`config.mk`:
```
export PLATFORM = sky130hd
export DESIGN_NAME = cmd_fifo_flat
export DESIGN_NICKNAME = d
export VERILOG_FILES = /design/src/rtl/cmd_fifo_if.sv /design/src/rtl/cmd_fifo.sv /design/src/flat_wrapper.sv
export SDC_FILE = /design/constraint.sdc
export NUM_CORES = 1
export LEC_CHECK = 0
export CAP_MARGIN = 30
export CELL_PAD_IN_SITES_DETAIL_PLACEMENT = 1
export CELL_PAD_IN_SITES_GLOBAL_PLACEMENT = 1
export CORE_ASPECT_RATIO = 1.5
export CORE_MARGIN = 3
export CORE_UTILIZATION = 41
export CTS_CLUSTER_SIZE = 12
export DETAILED_ROUTE_END_ITERATION = 10
export PLACE_DENSITY = 0.8
export SYNTH_ARGS = -nofsm -noshare
export SYNTH_HDL_FRONTEND = slang
export SYNTH_SLANG_ARGS = --single-unit
```
`constraint.sdc`:
```
create_clock -name clk -period 2.1 [get_ports clk]
set_clock_uncertainty 0.05 [all_clocks]
set_input_delay 0.315 -clock clk [delete_from_list [all_inputs] [get_ports clk]]
set_output_delay 0.315 -clock clk [all_outputs]
set_load 0.01 [all_outputs]
```
`src/rtl/cmd_fifo_if.sv`:
```
// Command handshake bundle: {cmd, addr, data} payload with valid/ready flow control.
// The master drives the payload and valid; the slave drives ready.
interface cmd_fifo_if #(
    parameter int ADDR_WD = 4,
    parameter int DATA_WD = 4
);
    logic               valid;
    logic               ready;
    logic               cmd;
    logic [ADDR_WD-1:0] addr;
    logic [DATA_WD-1:0] data;

    modport master (output valid, cmd, addr, data, input ready);
    modport slave  (input valid, cmd, addr, data, output ready);
endinterface

```
`src/rtl/cmd_fifo.sv`:
```
// First-word-fall-through command queue ahead of the memory stage; head visible 1 cycle after push into empty.
// s.ready depends only on registered fullness (never on m.ready); no pass-through when full.
module cmd_fifo #(
    parameter int DATA_WD = 4,
    parameter int ADDR_WD = 4,
    parameter int DEPTH   = 4,
    parameter int CNT_WD  = $clog2(DEPTH) + 1
) (
    input  logic              clk,
    input  logic              rst,
    cmd_fifo_if.slave         s,
    cmd_fifo_if.master        m,
    output logic [CNT_WD-1:0] count
);
    localparam int IDX_WD = CNT_WD - 1;
    localparam int ENT_WD = 1 + ADDR_WD + DATA_WD;

    logic [ENT_WD-1:0] r_mem [DEPTH];
    logic [CNT_WD-1:0] r_wr_ptr;
    logic [CNT_WD-1:0] r_rd_ptr;

    logic              w_empty;
    logic              w_full;
    logic              w_push;
    logic              w_pop;
    logic [ENT_WD-1:0] w_head;

    // The extra MSB on each pointer distinguishes full from empty when the index bits match.
    assign w_empty = (r_wr_ptr == r_rd_ptr);
    assign w_full  = (r_wr_ptr[IDX_WD-1:0] == r_rd_ptr[IDX_WD-1:0]) &&
                     (r_wr_ptr[IDX_WD] != r_rd_ptr[IDX_WD]);

    assign s.ready = !w_full && !rst;
    assign m.valid = !w_empty;

    assign w_push = s.valid && s.ready;
    assign w_pop  = m.valid && m.ready;

    always_ff @(posedge clk or posedge rst) begin
        if (rst) begin
            r_wr_ptr <= '0;
            r_rd_ptr <= '0;
        end else begin
            if (w_push) r_wr_ptr <= r_wr_ptr + 1'b1;
            if (w_pop)  r_rd_ptr <= r_rd_ptr + 1'b1;
        end
    end

    always_ff @(posedge clk) begin
        if (w_push) r_mem[r_wr_ptr[IDX_WD-1:0]] <= {s.cmd, s.addr, s.data};
    end

    // Masking on empty keeps stale storage off the bus, including right after reset.
    assign w_head = w_empty ? '0 : r_mem[r_rd_ptr[IDX_WD-1:0]];
    assign {m.cmd, m.addr, m.data} = w_head;

    assign count = r_wr_ptr - r_rd_ptr;
endmodule

```
`src/flat_wrapper.sv`:
```
// flat-port wrapper written by rule: the top's interface ports become plain ports
module cmd_fifo_flat 
#(
    parameter int DATA_WD = 4,
    parameter int ADDR_WD = 4,
    parameter int DEPTH   = 4,
    parameter int CNT_WD  = $clog2(DEPTH) + 1
)
  (clk, rst, count, s_valid, s_cmd, s_addr, s_data, s_ready, m_valid, m_cmd, m_addr, m_data, m_ready);
  cmd_fifo_if #(.ADDR_WD(ADDR_WD), .DATA_WD(DATA_WD)) s_i ();
  cmd_fifo_if #(.ADDR_WD(ADDR_WD), .DATA_WD(DATA_WD)) m_i ();
  input  logic clk;
  input  logic rst;
  output logic [CNT_WD-1:0] count;
  input wire logic [$bits(s_i.valid)-1:0] s_valid;
  input wire logic [$bits(s_i.cmd)-1:0] s_cmd;
  input wire logic [$bits(s_i.addr)-1:0] s_addr;
  input wire logic [$bits(s_i.data)-1:0] s_data;
  output wire logic [$bits(s_i.ready)-1:0] s_ready;
  output wire logic [$bits(m_i.valid)-1:0] m_valid;
  output wire logic [$bits(m_i.cmd)-1:0] m_cmd;
  output wire logic [$bits(m_i.addr)-1:0] m_addr;
  output wire logic [$bits(m_i.data)-1:0] m_data;
  input wire logic [$bits(m_i.ready)-1:0] m_ready;
  assign s_i.valid = s_valid;
  assign s_i.cmd = s_cmd;
  assign s_i.addr = s_addr;
  assign s_i.data = s_data;
  assign s_ready = s_i.ready;
  assign m_valid = m_i.valid;
  assign m_cmd = m_i.cmd;
  assign m_addr = m_i.addr;
  assign m_data = m_i.data;
  assign m_i.ready = m_ready;
  cmd_fifo #(.DATA_WD(DATA_WD), .ADDR_WD(ADDR_WD), .DEPTH(DEPTH), .CNT_WD(CNT_WD)) u_core (.clk(clk), .rst(rst), .s(s_i), .m(m_i), .count(count));
endmodule
```
# After elaboration in Yosys (flattened, before gate mapping)
# Memories as Yosys holds them, arrays and structs flattened.
# Cells that the tools add are included.
# word_totals
reg_bits	6
ramBits	36
in_bits	13
wordCells	19
mem_count	1
# op_classes
n_addsub	3
n_eq_ne	3
muxes	3
reduce_logical	7
# mem_list
memory	depth	width	read_ports	rd_ports_with_merged_regs	wr	line_no	rtl
u_core.r_mem	4	9	1	0	1	cmd_fifo.sv:18	logic [ENT_WD-1:0] r_mem [DEPTH];
# op_table
cell	count
9-bit 2-to-1 mux	1
3-bit by 1-bit adder with 3-bit output, second input constant	2
1-bit logical AND	4
3-bit equality test	1
1-bit zero test	3
3-bit subtractor	1
2-bit equality test	1
1-bit 2-to-1 mux	2
1-bit inequality test	1

# Longest topological paths before layout
# Gate-level depths: netlist of run 1.
# logic_depth
depth_word	7
depth_mapped	6
ltp_nobuf	5

# Least setup slack after synthesis of run 1
# Ideal clock, no wire load.
# synth_timing
path_kind	reg2out
start	reg u_core.r_rd_ptr[1]
end	out m_valid
t_arrival_ns	1.792
required_ns	1.735
path_slack_ns	-0.057
path_stages_with_launch	7
n_path_buf	1
path_cell_list	dfrtp_1 > clkbuf_1 > inv_1 > ha_1 > nand2_1 > nor2_1 > inv_1
# synth_between
elab_chain_len	2
# synth_lines
item	line_no	rtl
start: declaration	cmd_fifo.sv:20	logic [CNT_WD-1:0] r_rd_ptr;
start signal: assignment	cmd_fifo.sv:45	if (w_pop) r_rd_ptr <= r_rd_ptr + 1'b1;
3-bit equality test	cmd_fifo.sv:29	assign w_empty = (r_wr_ptr == r_rd_ptr);
1-bit zero test	cmd_fifo.sv:34	assign m.valid = !w_empty;
end: declaration	flat_wrapper.sv:20	output wire logic [$bits(m_i.valid)-1:0] m_valid;
# No other way between the ends.

# Final worst setup path of run 1
# layout_timing
start	reg u_core.r_rd_ptr[0]
end	out m_data[1]
# layout_between
elab_chain_len	2
# layout_lines
item	line_no	rtl
memory read 4 x 9 bit / 3-bit equality test (equally long branches)	n/a	
9-bit 2-to-1 mux *	cmd_fifo.sv:54	assign w_head = w_empty ? '0 : r_mem[r_rd_ptr[IDX_WD-1:0]];
end: declaration	flat_wrapper.sv:23	output wire logic [$bits(m_i.data)-1:0] m_data;
# Every way passes the cells marked *; elsewhere a longest branch is shown, timed or not.

==> results of run 1 <==
## metal layers
layer,vias up,GRT usage,share of wire
met2,27,0.288,0.57
met3,6,0.0398,0.037
met4,0,0.0592,0.015
met5,-,0,0
li1,482,-,-
met1,533,0.174,0.38
## how the worst max path moves through the flow
stage / slack [ns] / endpoint / start
final: -0.03 / m_data[1] / u_core.r_rd_ptr[0]
after CTS: -0.07 / m_data[0] / u_core.r_rd_ptr[0]
after floorplan: 0.12 / u_core.r_mem[0][0] / u_core.r_rd_ptr[1]
after detailed placement: -0.05 / m_data[1] / u_core.r_rd_ptr[1]
after global placement: 0.009 / m_data[1] / u_core.r_wr_ptr[1]
after global routing: -0.07 / m_data[1] / u_core.r_rd_ptr[0]
## synth_stat cells
master / number
sky130_fd_sc_hd__fa_1: 1
sky130_fd_sc_hd__and2_2: 4
sky130_fd_sc_hd__mux2i_1: 2
sky130_fd_sc_hd__clkbuf_1: 1
sky130_fd_sc_hd__nor2_1: 1
sky130_fd_sc_hd__edfxtp_1: 36
sky130_fd_sc_hd__xor2_2: 1
sky130_fd_sc_hd__ha_1: 7
sky130_fd_sc_hd__a311oi_4: 1
sky130_fd_sc_hd__inv_1: 9
sky130_fd_sc_hd__o21ai_2: 1
sky130_fd_sc_hd__o21ai_0: 1
sky130_fd_sc_hd__nand3_1: 1
sky130_fd_sc_hd__buf_2: 1
sky130_fd_sc_hd__xor2_1: 1
sky130_fd_sc_hd__nor2b_1: 9
sky130_fd_sc_hd__nand2_1: 3
sky130_fd_sc_hd__xnor2_1: 2
sky130_fd_sc_hd__mux4_2: 9
sky130_fd_sc_hd__a31oi_1: 1
sky130_fd_sc_hd__mux2_4: 1
sky130_fd_sc_hd__mux2_2: 2
sky130_fd_sc_hd__dfrtp_1: 6
## stage by stage
step,area [um^2],setup slack (ns)
detailed placement,2260,-0.0517
global route,2490,-0.0708
global placement,2260,0.00925
CTS,2410,-0.0689
floorplan,1840,0.120
finish,2490,-0.0307
## final cells by class
cell class                      instances  area, um^2
Tap cell                               46        57.6
Clock inverter                          2        37.5
Sequential cell                        42        1230
Multi-Input combinational cell         48         618
Inverter                                9        33.8
Timing Repair Buffer                   50         439
Clock buffer                            6        72.6
Fill cell                             423        1790
## critical path: stages, from the launching register on
cell and delay [ns]:
sky130_fd_sc_hd__dfrtp_1 0.37, sky130_fd_sc_hd__buf_6 0.12, sky130_fd_sc_hd__buf_8 0.11, sky130_fd_sc_hd__buf_4 0.11, sky130_fd_sc_hd__mux4_2 0.50, sky130_fd_sc_hd__nor2b_4 0.15
sky130_fd_sc_hd__buf_6 0.11
## sequential cells by signal, summed over array words and instances, names as in the netlist
register	cells
u_core.r_mem	36
u_core.r_rd_ptr	3
u_core.r_wr_ptr	3
## report_power, final
part | switching (mW) | internal (mW) | total [mW] | leakage [nW]
Combinational | 1.05 | 1.25 | 2.30 | 0.518
Sequential | 0.0830 | 1.06 | 1.14 | 0.397
Clock | 0.271 | 0.355 | 0.626 | 0.0514
Total | 1.40 | 2.66 | 4.07 | 0.967
## repair_timing
item                       4_1_cts  5_1_grt
pin swaps                        3        3
resized for setup               52       18
hold buffers                     0        0
buffers inserted                 7        4
setup endpoints to repair       14       21
## kinds of logic after synthesis
family                   Yosys count  share of synthesized area
XOR/XNOR                           4                     0.0232
adder cells (fa/ha/maj)            8                     0.0586
AND/OR/NAND/NOR                   18                     0.0579
multiplexers                      14                      0.142
AO/OA/AOI/OAI                      4                     0.0252
flip-flops                        42                      0.670
buffers and inverters             11                     0.0232
==> metrics.md, run 1 <==
| Metric | Value |
|---|---|
| Floorplan row count | `29` |
| DR iter-0 viols | `42` |
| Failing checks | `negative setup slack` |
| Register-to-register path setup slack | `0.07 ns` |
| Layout cells sized above 1 | `0.446` |
| Clock-pin slew on the worst setup and hold paths | `0.07 ns` |
| Sequential area share after synthesis | `0.670` |
| H-tree depth reported by CTS | `2` |
| Type of the setup path with the least slack | `flip-flop to primary output` |
| Setup total negative slack | `-0.0307 ns` |
| FF-to-FF Start | `u_core.r_rd_ptr[0]` |
| Wire length reported by the detailed router | `3870 um` |
| Number of failing hold endpoints at the final stage | `0` |
| Number of global-route vias before repair | `1135` |
| Commonest non-fill, non-tap cells in the layout | `sky130_fd_sc_hd__edfxtp_1 (36), sky130_fd_sc_hd__buf_4 (16), sky130_fd_sc_hd__clkdlybuf4s50_1 (12)` |
| Cells after synthesis | `101` |
| Area added between synthesis and finish | `35.6%` |
| Width of the die | `60.7 um` |
| Unique cell type count in the Yosys netlist | `23` |
| Initial antenna violation count | `0` |
| Gr usage total | `0.159` |
| Setup repair after global routing missed its margin | `true` |
| Finished Layout Cells | `203` |
| Rel. slew slack | `0.784` |
| Die H | `88.0 um` |
| Required arrival time at the worst endpoint | `1.74 ns` |
| Critical path arrival | `1.77 ns` |
| Most common library cell in the layout ignoring fill and taps | `sky130_fd_sc_hd__edfxtp_1` |
| Final layout net count | `177` |
| Max-cap violations | `0` |
| Average size of a mapped cell | `18.2 um^2` |
| Largest cells by area after synthesis | `sky130_fd_sc_hd__edfxtp_1 (59%), sky130_fd_sc_hd__mux4_2 (11%), sky130_fd_sc_hd__dfrtp_1 (8.2%), sky130_fd_sc_hd__ha_1 (4.8%), sky130_fd_sc_hd__nor2b_1 (3.1%)` |
| Crit start category | `flip-flop` |
| Detailed-route wire length per cell | `19.1 um` |
| IO Port Bufs | `26` |
| Total clock buffers created by CTS | `5` |
| Clock Tree Buf Depth | `2` |
| Cell area after synthesis | `1840 um^2` |
| Effective utilization at floorplan | `0.429` |
| Final period demand of the worst path | `2.13 ns` |
| Vias | `1048` |
| Worst min-delay path category | `input pin to asynchronous set/reset pin` |
| Cell taking the most area after synthesis | `sky130_fd_sc_hd__edfxtp_1` |
| DRT Pass-1 Iters | `4` |
| Final cycle utilization of the critical path | `1.01` |
| Logic depth of the worst register-to-register path | `5` |
| Count of yosys warnings during synthesis | `0` |
| Final core occ | `0.582` |
| Worst ir drop on vdd | `843 uV` |
| Final max-slew violation count | `0` |
| Nature of the critical path endpoint | `primary output` |
| Total Die Area | `5340 um^2` |
| Worst Hold Margin | `0.336 ns` |
| Leak Pwr | `0.967 nW` |
| Final antenna-violating net count | `0` |
| Library cell used as clock root buffer | `sky130_fd_sc_hd__clkbuf_8` |
| Biggest fanout along the worst timing path | `5` |
| Clock tree from TritonCTS | `yes` |
| Insertion delay of the later-clocked pin in the worst-skew pair | `0.29 ns` |
| Smallest setup slack after layout | `-0.0307 ns` |
| # diodes | `0` |
| Total overflow reported by the global router | `0` |
| Maximum number of pins on one net before global-route repair | `14` |
| Number of flip-flops and latches in the synthesized netlist | `42` |
| Final setup viols | `1` |
| Slew at the pin with the worst max-slew slack | `0.324 ns` |
| Floorplan Core Area | `4280 um^2` |
| Syn Nets | `122` |
| Residual DRC count | `0` |
| Worst r2r dst | `u_core.r_mem[0][8]` |
| Pwr dens | `1630 nW/um^2` |
| Placed Cells incl. Taps | `184` |
| Result of the run | `complete, but fails checks` |
| Power, Total | `4.07 mW` |
| Estimated wirelength of the detail-placed design | `2670 um` |
| Upper clock frequency limit | `469 MHz` |
| CTS Sinks | `42` |
| First-pass GRT wire length | `5890 um` |
| Final Wtd Congestion | `0.789` |
| I/O Pins | `27` |
| Drt via density | `5.16` |
| Synth top area share | `0.589` |
Power figures use the tool's default switching activity.
==> run 2, diff against run 1 <==
Settings changed: SETUP_SLACK_MARGIN set to 0.4, SKIP_LAST_GASP set to 1.
==> run 2 against run 1 <==
Effect of this change:
- the run now ends clean
- clock power shrank 21%
- routed wire length grew 12%
- die area is the same
- combinational power grew 34%
- flip-flop and latch count is the same
- setup slack gained 0.054 ns
- non-clock buffer count grew 11
- via count grew 7.2%
- count of clock-buffer cells in the layout is the same
- hold slack gained 0.052 ns
- global-route usage grew 0.76 points
- first-iteration DRC count shrank 31%
- critical endpoint is now m_data[0]
==> metrics.md, run 2 (synthesis gave the netlist of run 1 again) <==
| Metric | Value |
|---|---|
| Quantity of hold-fixing buffers added after cts | `0 (unchanged)` |
| Critical path arrival | `1.71 ns (-0.06 ns)` |
| Area added between synthesis and finish | `49.5%` |
| Number of failing hold endpoints at the final stage | `0 (unchanged)` |
| Wire length reported by the detailed router | `4340 um (+12%)` |
| Worst ir drop on vdd | `1270 uV (+50%)` |
| Die H | `88.0 um (unchanged)` |
| Effective utilization at floorplan | `0.429 (unchanged)` |
| H-tree depth reported by CTS | `2 (unchanged)` |
| Final max-slew violation count | `0 (unchanged)` |
| Vias | `1123 (+7.2%)` |
| Maximum number of pins on one net before global-route repair | `13 (-1)` |
| Top delay family on crit path | `multiplexers` |
| Area of placed instances | `2270 um^2 (+0.44%)` |
| Upper clock frequency limit | `482 MHz (+2.6%)` |
| Setup total negative slack | `0 ns (+0.0307 ns)` |
| Leak Pwr | `1.10 nW (+14%)` |
| Total overflow reported by the global router | `0 (unchanged)` |
| Estimated wirelength of the detail-placed design | `2510 um (-5.7%)` |
| Insertion delay of the later-clocked pin in the worst-skew pair | `0.29 ns (about the same)` |
| Nature of the critical path endpoint | `primary output` |
| Post-route design area | `2750 um^2 (+10%)` |
| Total Die Area | `5340 um^2 (unchanged)` |
| Count of buffer and inverter cells on the critical path | `3 (-1)` |
| DRT Pass-1 Iters | `3 (-1)` |
| Drt via density | `5.15 (-0.22%)` |
| Power, Total | `4.75 mW (+17%)` |
| Detailed-route wire length per cell | `19.9 um (+4.4%)` |
| Result of the run | `completed` |
| Clock-pin slew on the worst setup and hold paths | `0.08 ns (about the same)` |
| Biggest fanout along the worst timing path | `4 (-1)` |
| Max-cap violations | `0 (unchanged)` |
| Clock Tree Buf Depth | `2 (unchanged)` |
| Levels on crit path | `5 (-1)` |
| I/O Pins | `27 (unchanged)` |
| Clock tree from TritonCTS | `yes` |
| Logic depth of the worst register-to-register path | `7 (+2)` |
| Commonest non-fill, non-tap cells in the layout | `sky130_fd_sc_hd__edfxtp_1 (36), sky130_fd_sc_hd__buf_6 (25), sky130_fd_sc_hd__buf_4 (16)` |
| Residual DRC count | `0 (unchanged)` |
| Layout cells sized above 1 | `0.570 (+0.124)` |
| Required arrival time at the worst endpoint | `1.74 ns (about the same)` |
| Initial antenna violation count | `0 (unchanged)` |
| Library cell used as clock root buffer | `sky130_fd_sc_hd__clkbuf_8` |
| Width of the die | `60.7 um (unchanged)` |
| Floorplan Core Area | `4280 um^2 (unchanged)` |
| Crit-path max cell delay | `0.49 ns (about the same)` |
| Rel. slew slack | `0.802 (+0.0173)` |
| Number of global-route vias before repair | `1214 (+7.0%)` |
| Final period demand of the worst path | `2.08 ns (-0.0542 ns)` |
| First-pass GRT wire length | `6330 um (+7.6%)` |
| Most common library cell in the layout ignoring fill and taps | `sky130_fd_sc_hd__edfxtp_1` |
| Final cycle utilization of the critical path | `0.989 (-0.0258)` |
| Pwr dens | `1730 nW/um^2 (+5.8%)` |
| DR iter-0 viols | `29 (-31%)` |
| Series of cell instances along the critical path | `buf_12 > buf_6 > mux4_2 > nor2b_1 > buf_2` |
| Final Wtd Congestion | `0.709 (-10%)` |
| IO Port Bufs | `26 (unchanged)` |
| Final setup viols | `0 (-1)` |
| Worst min-delay path category | `input pin to asynchronous set/reset pin` |
| Final layout net count | `192 (+8.5%)` |
| Final-layout fill cell count | `395 (-6.6%)` |
| # diodes | `0 (unchanged)` |
| Slew at the pin with the worst max-slew slack | `0.298 ns (-0.0259 ns)` |
| Setup repair after global routing missed its margin | `true` |
| Floorplan row count | `29 (unchanged)` |
| Final antenna-violating net count | `0 (unchanged)` |
| Type of the setup path with the least slack | `flip-flop to primary output` |
| Total clock buffers created by CTS | `5 (unchanged)` |
| Max stage delay cell, worst path | `sky130_fd_sc_hd__mux4_2` |
| Crit start category | `flip-flop` |
| CTS Sinks | `42 (unchanged)` |
| Number of flip-flops in the largest register | `36 (unchanged)` |
| Gr usage total | `0.167 (+0.00763)` |
run 2: cell types whose count changed in the layout (fill, tap and decap cells not counted), moves of 3 or more:
cell,change
sky130_fd_sc_hd__nor2b_4,+5
sky130_fd_sc_hd__buf_6,+17
sky130_fd_sc_hd__nor2b_1,-5
sky130_fd_sc_hd__and2_4,+8
sky130_fd_sc_hd__dfrtp_1,-3
sky130_fd_sc_hd__buf_2,-4
sky130_fd_sc_hd__and2_2,-4
sky130_fd_sc_hd__dfrtp_2,+3
run 2: cell type report:
cell class | count | area [um^2] | share of cell area
Clock buffer | 6 | 72.6 | 0.0264
Clock inverter | 2 | 8.76 | 0.00319
Inverter | 9 | 36.3 | 0.0132
Multi-Input combinational cell | 52 | 729 | 0.266
Sequential cell | 42 | 1230 | 0.450
Tap cell | 46 | 57.6 | 0.0210
Timing Repair Buffer | 61 | 607 | 0.221
run 2: routing by layer:
| layer | vias to the layer above | GRT usage | part of all wire |
|---|---|---|---|
| li1 | 516 | - | - |
| met1 | 567 | 0.195 | 0.37 |
| met2 | 33 | 0.302 | 0.57 |
| met3 | 7 | 0.0310 | 0.040 |
| met4 | 0 | 0.0513 | 0.017 |
| met5 | - | 0 | 0 |
run 2: worst paths after layout:
kind / startpoint / to / slack, ns
min in group clk: s_cmd / u_core.r_mem[0][8] / 0.61
max in group asynchronous: rst / u_core.r_rd_ptr[1] / 1.37
worst max-delay path: u_core.r_rd_ptr[0] / m_data[0] / 0.02
worst max register to register: u_core.r_rd_ptr[0] / u_core.r_wr_ptr[1] / 0.12
worst min-delay path: rst / u_core.r_wr_ptr[0] / 0.39
worst min register to register: u_core.r_wr_ptr[1] / u_core.r_wr_ptr[1] / 0.64
run 2: report_power, final:
group / internal (mW) / switching (mW)
logic: 1.80 / 1.29
clock network: 0.229 / 0.267
registers: 1.06 / 0.0963
total: 3.09 / 1.66
run 2: timing repair:
item,in CTS,in global routing
endpoints found under the setup margin,52,54
buffers inserted,14,9
pin swaps,8,8
resized for setup,65,46
gates cloned,4,1
run 2: metrics by stage:
step	utilization	worst slack [ns]	hold slack, ns	instances
6_report	0.641	0.0235	0.389	218
5_1_grt	0.641	-0.0104	0.397	218
4_1_cts	0.583	0.0189	0.336	208
3_5_place_dp	0.530	0.0145	0.557	182
3_3_place_gp	0.530	0.0451	0.499	182
2_1_floorplan	-	0.277	0.0645	101
run 2: worst reg2reg max path, stage by stage, from the launching register on:
cell and delay [ns]:
sky130_fd_sc_hd__dfrtp_2 0.45, sky130_fd_sc_hd__ha_4 0.27, sky130_fd_sc_hd__buf_6 0.11, sky130_fd_sc_hd__buf_6 0.12
sky130_fd_sc_hd__a311oi_4 0.31, sky130_fd_sc_hd__buf_6 0.17, sky130_fd_sc_hd__buf_6 0.10, sky130_fd_sc_hd__mux2_4 0.28
==> run 3, diff against run 2 <==
Settings changed: HOLD_SLACK_MARGIN set to 0.03.
==> results of run 3 <==
No change in the layout: final DEF, timing and power equal those of run 2.
